<file path="config.mk">
export PLATFORM = sky130hd
export DESIGN_NAME = regfile_write_scheduler
export DESIGN_NICKNAME = d
export VERILOG_FILES = /design/src/rtl/regfile_write_scheduler_pkg.sv /design/src/rtl/regfile_write_scheduler_rr_arbiter.sv /design/src/rtl/regfile_write_scheduler.sv
export SDC_FILE = /design/constraint.sdc
export NUM_CORES = 1
export LEC_CHECK = 0
export BUFFER_PORTS_ARGS = -buffer_cell sky130_fd_sc_hd__buf_4
export CAP_MARGIN = 10
export CORE_MARGIN = 5
export CORE_UTILIZATION = 47
export CTS_CLUSTER_SIZE = 28
export DETAILED_ROUTE_END_ITERATION = 7
export PLACE_DENSITY = 0.85
export SLEW_MARGIN = 20
export SYNTH_ARGS = -nofsm -noshare
export SYNTH_HDL_FRONTEND = slang
export SYNTH_SLANG_ARGS = --single-unit
</file>
<file path="constraint.sdc">
create_clock -name I_CLK -period 5.1 [get_ports I_CLK]
set_clock_uncertainty 0.15 [all_clocks]
set_input_delay 0.765 -clock I_CLK [delete_from_list [all_inputs] [get_ports I_CLK]]
set_output_delay 0.765 -clock I_CLK [all_outputs]
set_load 0.01 [all_outputs]
</file>
<file path="src/rtl/regfile_write_scheduler_pkg.sv">
// Shared types and constants for the register-file write scheduler.
// The stage struct is sized for the default configuration.
package regfile_sched_pkg;

   localparam int DEF_WIDTH    = 16;
   localparam int DEF_NUM_REGS = 16;
   localparam int DEF_NUM_REQ  = 3;

   // Width of an index into n items, never narrower than one bit.
   function automatic int clog2_min1(input int n);
      return (n > 1) ? $clog2(n) : 1;
   endfunction

   localparam int DEF_AW  = clog2_min1(DEF_NUM_REGS);
   localparam int DEF_IDW = clog2_min1(DEF_NUM_REQ);

   localparam int REQ_ALU  = 0;
   localparam int REQ_LOAD = 1;
   localparam int REQ_IO   = 2;

   typedef struct packed {
      logic                   valid;
      logic [DEF_AW-1:0]      addr;
      logic [DEF_WIDTH-1:0]   data;
      logic [DEF_IDW-1:0]     id;
   } wr_stage_t;

endpackage

</file>
<file path="src/rtl/regfile_write_scheduler_rr_arbiter.sv">
// Round-robin arbiter: one-hot grant to the first request at or after the
// pointer; the pointer moves past the winner whenever the grant is taken.
module rr_arbiter
   import regfile_sched_pkg::*;
#(
   parameter  int P_N = 3,
   localparam int IDW = clog2_min1(P_N)
) (
   input  logic           I_CLK,
   input  logic           I_RESET,
   input  logic [P_N-1:0] I_REQ,
   input  logic           I_ADVANCE,
   output logic [P_N-1:0] O_GRANT,
   output logic [IDW-1:0] O_GRANT_ID
);

   logic [IDW-1:0]          ptr_reg;
   logic [IDW-1:0]          ptr_next;
   logic [P_N-1:0]          upper_mask;
   logic [P_N-1:0]          upper_req;
   logic [P_N-1:0]          pick_src;
   logic [P_N:0][IDW-1:0]   id_chain;

   genvar gi;
   generate
      for (gi = 0; gi < P_N; gi++) begin : g_mask
         assign upper_mask[gi] = (IDW'(gi) >= ptr_reg);
      end
   endgenerate

   // Requests at or above the pointer win; otherwise wrap to the lowest one.
   assign upper_req = I_REQ & upper_mask;
   assign pick_src  = (|upper_req) ? upper_req : I_REQ;
   assign O_GRANT   = pick_src & (~pick_src + P_N'(1));

   assign id_chain[0] = '0;
   generate
      for (gi = 0; gi < P_N; gi++) begin : g_enc
         assign id_chain[gi+1] = id_chain[gi] | (O_GRANT[gi] ? IDW'(gi) : '0);
      end
   endgenerate
   assign O_GRANT_ID = id_chain[P_N];

   assign ptr_next = (O_GRANT_ID == IDW'(P_N - 1)) ? '0 : O_GRANT_ID + IDW'(1);

   always_ff @(posedge I_CLK) begin
      if (I_RESET) begin
         ptr_reg <= '0;
      end else if (I_ADVANCE) begin
         ptr_reg <= ptr_next;
      end
   end

endmodule

</file>
<file path="src/rtl/regfile_write_scheduler.sv">
// Shares the register file's single write port among several writeback
// sources: round-robin grant, address decode, one registered write stage.
module regfile_write_scheduler
   import regfile_sched_pkg::*;
#(
   parameter  int P_WIDTH        = DEF_WIDTH,
   parameter  int P_NUM_REGS     = DEF_NUM_REGS,
   parameter  int P_NUM_REQ      = DEF_NUM_REQ,
   parameter  int P_R0_HARDWIRED = 0,
   localparam int AW             = clog2_min1(P_NUM_REGS),
   localparam int IDW            = clog2_min1(P_NUM_REQ)
) (
   input  logic                         I_CLK,
   input  logic                         I_RESET,
   input  logic                         I_HOLD,
   input  logic [P_NUM_REQ-1:0]         I_REQ_VALID,
   input  logic [P_NUM_REQ*AW-1:0]      I_REQ_ADDR,
   input  logic [P_NUM_REQ*P_WIDTH-1:0] I_REQ_DATA,
   output logic [P_NUM_REQ-1:0]         O_REQ_READY,
   output logic [P_NUM_REGS-1:0]        O_REG_ENABLE,
   output logic [P_WIDTH-1:0]           O_REG_DATA,
   output logic [IDW-1:0]               O_GRANT_ID,
   output logic                         O_PEND_VALID,
   output logic [AW-1:0]                O_PEND_ADDR,
   output logic                         O_ADDR_ERR
);

   typedef struct packed {
      logic                valid;
      logic [AW-1:0]       addr;
      logic [P_WIDTH-1:0]  data;
      logic [IDW-1:0]      id;
   } stage_t;

   logic [P_NUM_REQ-1:0]              req_eligible;
   logic [P_NUM_REQ-1:0]              grant;
   logic [IDW-1:0]                    grant_id;
   logic                              accept;
   logic [P_NUM_REQ:0][AW-1:0]        addr_chain;
   logic [P_NUM_REQ:0][P_WIDTH-1:0]   data_chain;
   logic [AW-1:0]                     sel_addr;
   logic [P_WIDTH-1:0]                sel_data;
   logic                              in_range;
   logic                              r0_drop;
   logic                              write_ok;
   stage_t                            stage_reg;
   stage_t                            stage_next;
   logic [P_NUM_REGS-1:0]             enable_reg;
   logic [P_NUM_REGS-1:0]             enable_next;
   logic                              err_reg;
   logic                              err_next;

   assign req_eligible = (I_RESET || I_HOLD) ? '0 : I_REQ_VALID;

   rr_arbiter #(
      .P_N (P_NUM_REQ)
   ) u_arb (
      .I_CLK      (I_CLK),
      .I_RESET    (I_RESET),
      .I_REQ      (req_eligible),
      .I_ADVANCE  (accept),
      .O_GRANT    (grant),
      .O_GRANT_ID (grant_id)
   );

   assign accept      = |grant;
   assign O_REQ_READY = grant;

   // Grant is one-hot, so an AND-OR mux picks the winner's address and data.
   assign addr_chain[0] = '0;
   assign data_chain[0] = '0;
   genvar gi;
   generate
      for (gi = 0; gi < P_NUM_REQ; gi++) begin : g_sel
         assign addr_chain[gi+1] = addr_chain[gi]
                                 | ({AW{grant[gi]}} & I_REQ_ADDR[gi*AW +: AW]);
         assign data_chain[gi+1] = data_chain[gi]
                                 | ({P_WIDTH{grant[gi]}} & I_REQ_DATA[gi*P_WIDTH +: P_WIDTH]);
      end
   endgenerate
   assign sel_addr = addr_chain[P_NUM_REQ];
   assign sel_data = data_chain[P_NUM_REQ];

   assign in_range = ({1'b0, sel_addr} < (AW+1)'(P_NUM_REGS));
   assign r0_drop  = (P_R0_HARDWIRED != 0) && (sel_addr == '0);
   assign write_ok = accept && in_range && !r0_drop;
   assign err_next = accept && !in_range;

   generate
      for (gi = 0; gi < P_NUM_REGS; gi++) begin : g_dec
         assign enable_next[gi] = write_ok && (sel_addr == AW'(gi));
      end
   endgenerate

   // Data, address and ID hold their last value through idle cycles.
   always_comb begin
      stage_next       = stage_reg;
      stage_next.valid = accept;
      if (accept) begin
         stage_next.addr = sel_addr;
         stage_next.data = sel_data;
         stage_next.id   = grant_id;
      end
   end

   always_ff @(posedge I_CLK) begin
      if (I_RESET) begin
         stage_reg  <= '0;
         enable_reg <= '0;
         err_reg    <= 1'b0;
      end else begin
         stage_reg  <= stage_next;
         enable_reg <= enable_next;
         err_reg    <= err_next;
      end
   end

   // A write still in the stage when reset arrives must not land in the file.
   assign O_REG_ENABLE = I_RESET ? '0 : enable_reg;
   assign O_PEND_VALID = stage_reg.valid && !I_RESET;
   assign O_REG_DATA   = stage_reg.data;
   assign O_PEND_ADDR  = stage_reg.addr;
   assign O_GRANT_ID   = stage_reg.id;
   assign O_ADDR_ERR   = err_reg;

endmodule

</file>
# == Word-level counts from Yosys, hierarchy flattened ==
# Index checks and enable logic that the tools add are counted.
# Widths: inputs -> output; s select.
# op_classes
addsub,2
magnitude_cmp,3
n_eq_ne,16
muxes,6
bitwise,14
n_reduce_logical,22
# op_table
operator,count
$and 16x16->16,3
$eq 4x4->1 const B,8
$or 16x16->16,2
$logic_and 1x1->1,17
$eq 4x3->1 const B,4
$mux 16,1
$and 4x4->4,3
$eq 4x2->1 const B,2
$or 4x4->4,2
$and 3x3->3,2
$mux 3,2
$reduce_or 3->1,2
$eq 4x1->1 const B,1
$ge 1x2->1 const A,2
$logic_not 4->1,1
$mux 2,2
$add 3x1->3 const B,1
$not 3->3,1
$add 2x1->2 const B,1
$eq 2x2->1 const B,1
$ge 2x2->1 const A,1
$or 2x2->2,1
$logic_not 1->1,1
$logic_or 1x1->1,1
$mux 1,1
# totals
register_bits,41
out_inout_bits,43
elab_cells,69

# == Longest topological paths before layout ==
# depth
ltp_word,13
ltp_mapped,7

# == By module ==
# From an unflattened synthesis, not the netlist that was laid out.
# unflattened
cells_unflattened,194
area_unflattened_um2,1864.3
# modules_own_cells
module,instances,cells_each,area_per_inst_um2,seq_area_each_um2
regfile_write_scheduler,1,171,1690.4,780.7
rr_arbiter,1,23,173.9,40.0

# == Least setup slack after synthesis ==
# OpenSTA, ideal clock, no wires.
# synth_timing
path_kind,input to output
startpoint,input port I_RESET
endpoint,output port O_REQ_READY[0]
t_arrival_ns,1.845
required_time_ns,4.185
slack_ns,2.340
stages,5
cell_sequence,nor2_1 > o2111ai_2 > inv_1 > clkbuf_1 > clkbuf_1
# synth_between
elab_chain_cells,8
# synth_lines
item,line_no,text
"start, declared",regfile_write_scheduler.sv:14,"input logic I_RESET,"
$logic_or 1x1->1 *,regfile_write_scheduler.sv:53,assign req_eligible = (I_RESET || I_HOLD) ? '0 : I_REQ_VALID;
$mux 3 *,regfile_write_scheduler.sv:53,
$and 3x3->3,regfile_write_scheduler_rr_arbiter.sv:32,assign upper_req = I_REQ & upper_mask;
$reduce_or 3->1,regfile_write_scheduler_rr_arbiter.sv:33,assign pick_src = (|upper_req) ? upper_req : I_REQ;
$mux 3 *,regfile_write_scheduler_rr_arbiter.sv:33,
$not 3->3,regfile_write_scheduler_rr_arbiter.sv:34,assign O_GRANT = pick_src & (~pick_src + P_N'(1));
$add 3x1->3,regfile_write_scheduler_rr_arbiter.sv:34,
$and 3x3->3 *,regfile_write_scheduler_rr_arbiter.sv:34,
"end, declared",regfile_write_scheduler.sv:19,"output logic [P_NUM_REQ-1:0] O_REQ_READY,"
# Every way passes the cells marked *; elsewhere a longest branch is shown, timed or not.

# == Worst setup path after layout ==
# layout_timing
startpoint,input port I_RESET
endpoint,output port O_REQ_READY[2]
# The elaborated chain is that of the path after synthesis.

==> flow_summary.ini <==
[layout]
layout_commonest_cell = buf_4
layout_common_cells = 110 x buf_4, 42 x nand2_1, 41 x dfxtp_1
finalNonFillerCells = 334
regArea_um2 = 821
fin_util_pct = 67.3
fin_nets = 349
synthToLayoutAreaGrowth_pct = 39.8
fillerInstances = 349
drive_gt1_share_pct = 44.4
final_area_mm2 = 0.00267
insertedDiodeCount = 0
multi_input_area_um2 = 836

[die]
floorplan.initialDensity_pct = 48.1
pin_count = 109
fp.dieW_um = 73.8
std_cell_rows = 23
fp.coreArea_mm2 = 0.00397
die_area_mm2 = 0.00544
die_y_um = 73.8

[synthesis]
netlist_area_mm2 = 0.00191
synth_edf_count = 0
synth_top_family_by_area = simple AND/OR/NAND/NOR gates
synth_ff_type = dfxtp_1
synth_fp_nets = 269
synth-simple-area-share_pct = 27.0
yosys_warnings = 0
synth_adder_area_share_pct = 0
synthXorXnorAreaFrac_pct = 0
muxShareOfSynthArea_pct = 0
synth_cells = 203
ys_async_sr_fraction_pct = 0
synth-compound-area-share_pct = 16.4
syn_area_per_cell_um2 = 9.42
synth.distinct_cells = 33
synth_seq_cells = 41
synth.yosys.seq_area_share_pct = 42.9

[sta]
fin_setup_tns_ns = 0
min_period_ns = 3.19
worst_pin_slew_ns = 1.05
setup_viol = 0
post-route-period-util_pct = 62.6
finalMaxSlewViolations = 0
slew_headroom_pct = 29.7
rsz0062_at_grt = no
max_clock_freq_mhz = 313
timing_hold_violations_final = 0

[setup_path]
required_ns = 4.18
critPathArrivalTime_ns = 2.28
cp-start-kind = input port
cp_max_fo = 22
critical_path_class = in -> out
end_kind = output pin

[place]
placed_cells = 326
io_buffers = 107
hpwl_um = 3790
place_area_mm2 = 0.00256
routabilityCongestion = 0.807

[routing]
vias = 1776
drt-initial-drc-count = 191
wirelength_um = 5140
drt_pass1_iterations = 6
drc_errors = 0
avgViaCountPerCell = 5.32
postRouteAntennaNets = 0
wl_per_cell_um = 15.4

[clock_network]
cts_sinks = 41
cts.hold.buffers_added = 0
insertion_delay_ns = 0.28
post-cts-setup-buffers = 0
cts.htree.levels = 2
numCtsBuffers = 5
cts_max_path_buffers = 2
path_clk_slew_ns = 0.07
ctsResizeCount = 0
cts_root_buf = clkbuf_8
tritoncts = yes

[grt]
antenna_found_initial = 0
grt_start_max_net_pins = 24
grtUsageTotal_pct = 18.8
grt_pass1_vias = 1739
grt_pass1_wl_um = 7740
grt-ovfl-total = 0

[job]
maxCapViolCount = 0

[worst_hold_path]
hold_path_class = reg -> reg

[outcome]
status = completed

[power_and_ir_drop]
p_leak_nw = 1.33
power_density_mw_per_mm2 = 283
peakVddDrop_v = 0.000187
[per-layer routing]
metal	track usage, %	part of all wire, %	up-vias
li1	-	-	871
met1	19.6	36	807
met2	32.6	51	90
met3	6.98	11	8
met4	9.66	2.0	0
met5	0	0	-
[through the flow]
stage	power, mW	hold slack (ns)	setup slack, ns
after floorplan	0.443	0.273	2.34
after global routing	0.791	0.323	1.78
after CTS	0.765	0.299	1.91
final	0.757	0.297	1.91
after detailed placement	0.502	0.288	1.91
after global placement	0.499	0.280	1.94
[synth_stat cells (3+ instances only)]
master	instances	share of area [%]
nor2_1	3	0.59
a222oi_1	19	9.9
nor2b_1	18	5.9
and4b_1	4	2.1
buf_4	25	9.8
nand2_1	42	8.2
and4bb_2	5	3.3
clkbuf_1	9	1.8
dfxtp_1	41	43
a21oi_1	3	0.79
nor3b_1	3	1.2
inv_1	3	0.59
a21o_1	3	1.2
[critical path, cell delays in order]
cell,delay [ns]
buf_4,0.19
nor3b_1,0.37
o31a_1,0.71
buf_4,0.24
[where the power goes]
group / switching, mW / internal [mW] / total [mW]
clock: 0.103 / 0.159 / 0.262
sequential: 0.0123 / 0.343 / 0.355
combinational: 0.0615 / 0.0784 / 0.140
total: 0.177 / 0.580 / 0.757
[layout make-up]
cell class	count	share of cell area, %
clock inverter	1	1.12
clock buffer	7	3.23
multi-input combinational	122	31.3
timing repair buffer	110	30.9
inverter	3	0.421
tap	50	2.34
sequential	41	30.7
[logic make-up after synthesis]
family                 Yosys count
buffers and inverters           40
AOI/OAI and AO/OA               34
other                            1
DFF                             41
and+or+nand+nor                 87
[path summary, 6_finish.rpt]
path | startpoint | to | slack [ns] | depth (start not counted)
worst min register to register | O_PEND_ADDR[3] | O_PEND_ADDR[3] | 0.30 | 2
worst min-delay path | O_PEND_ADDR[3] | O_PEND_ADDR[3] | 0.30 | 2
worst max-delay path | I_RESET | O_REQ_READY[2] | 1.91 | 4
worst max register to register | u_arb.ptr_reg[0] | enable_reg[11] | 2.67 | 5
Power figures use the tool's default switching activity.
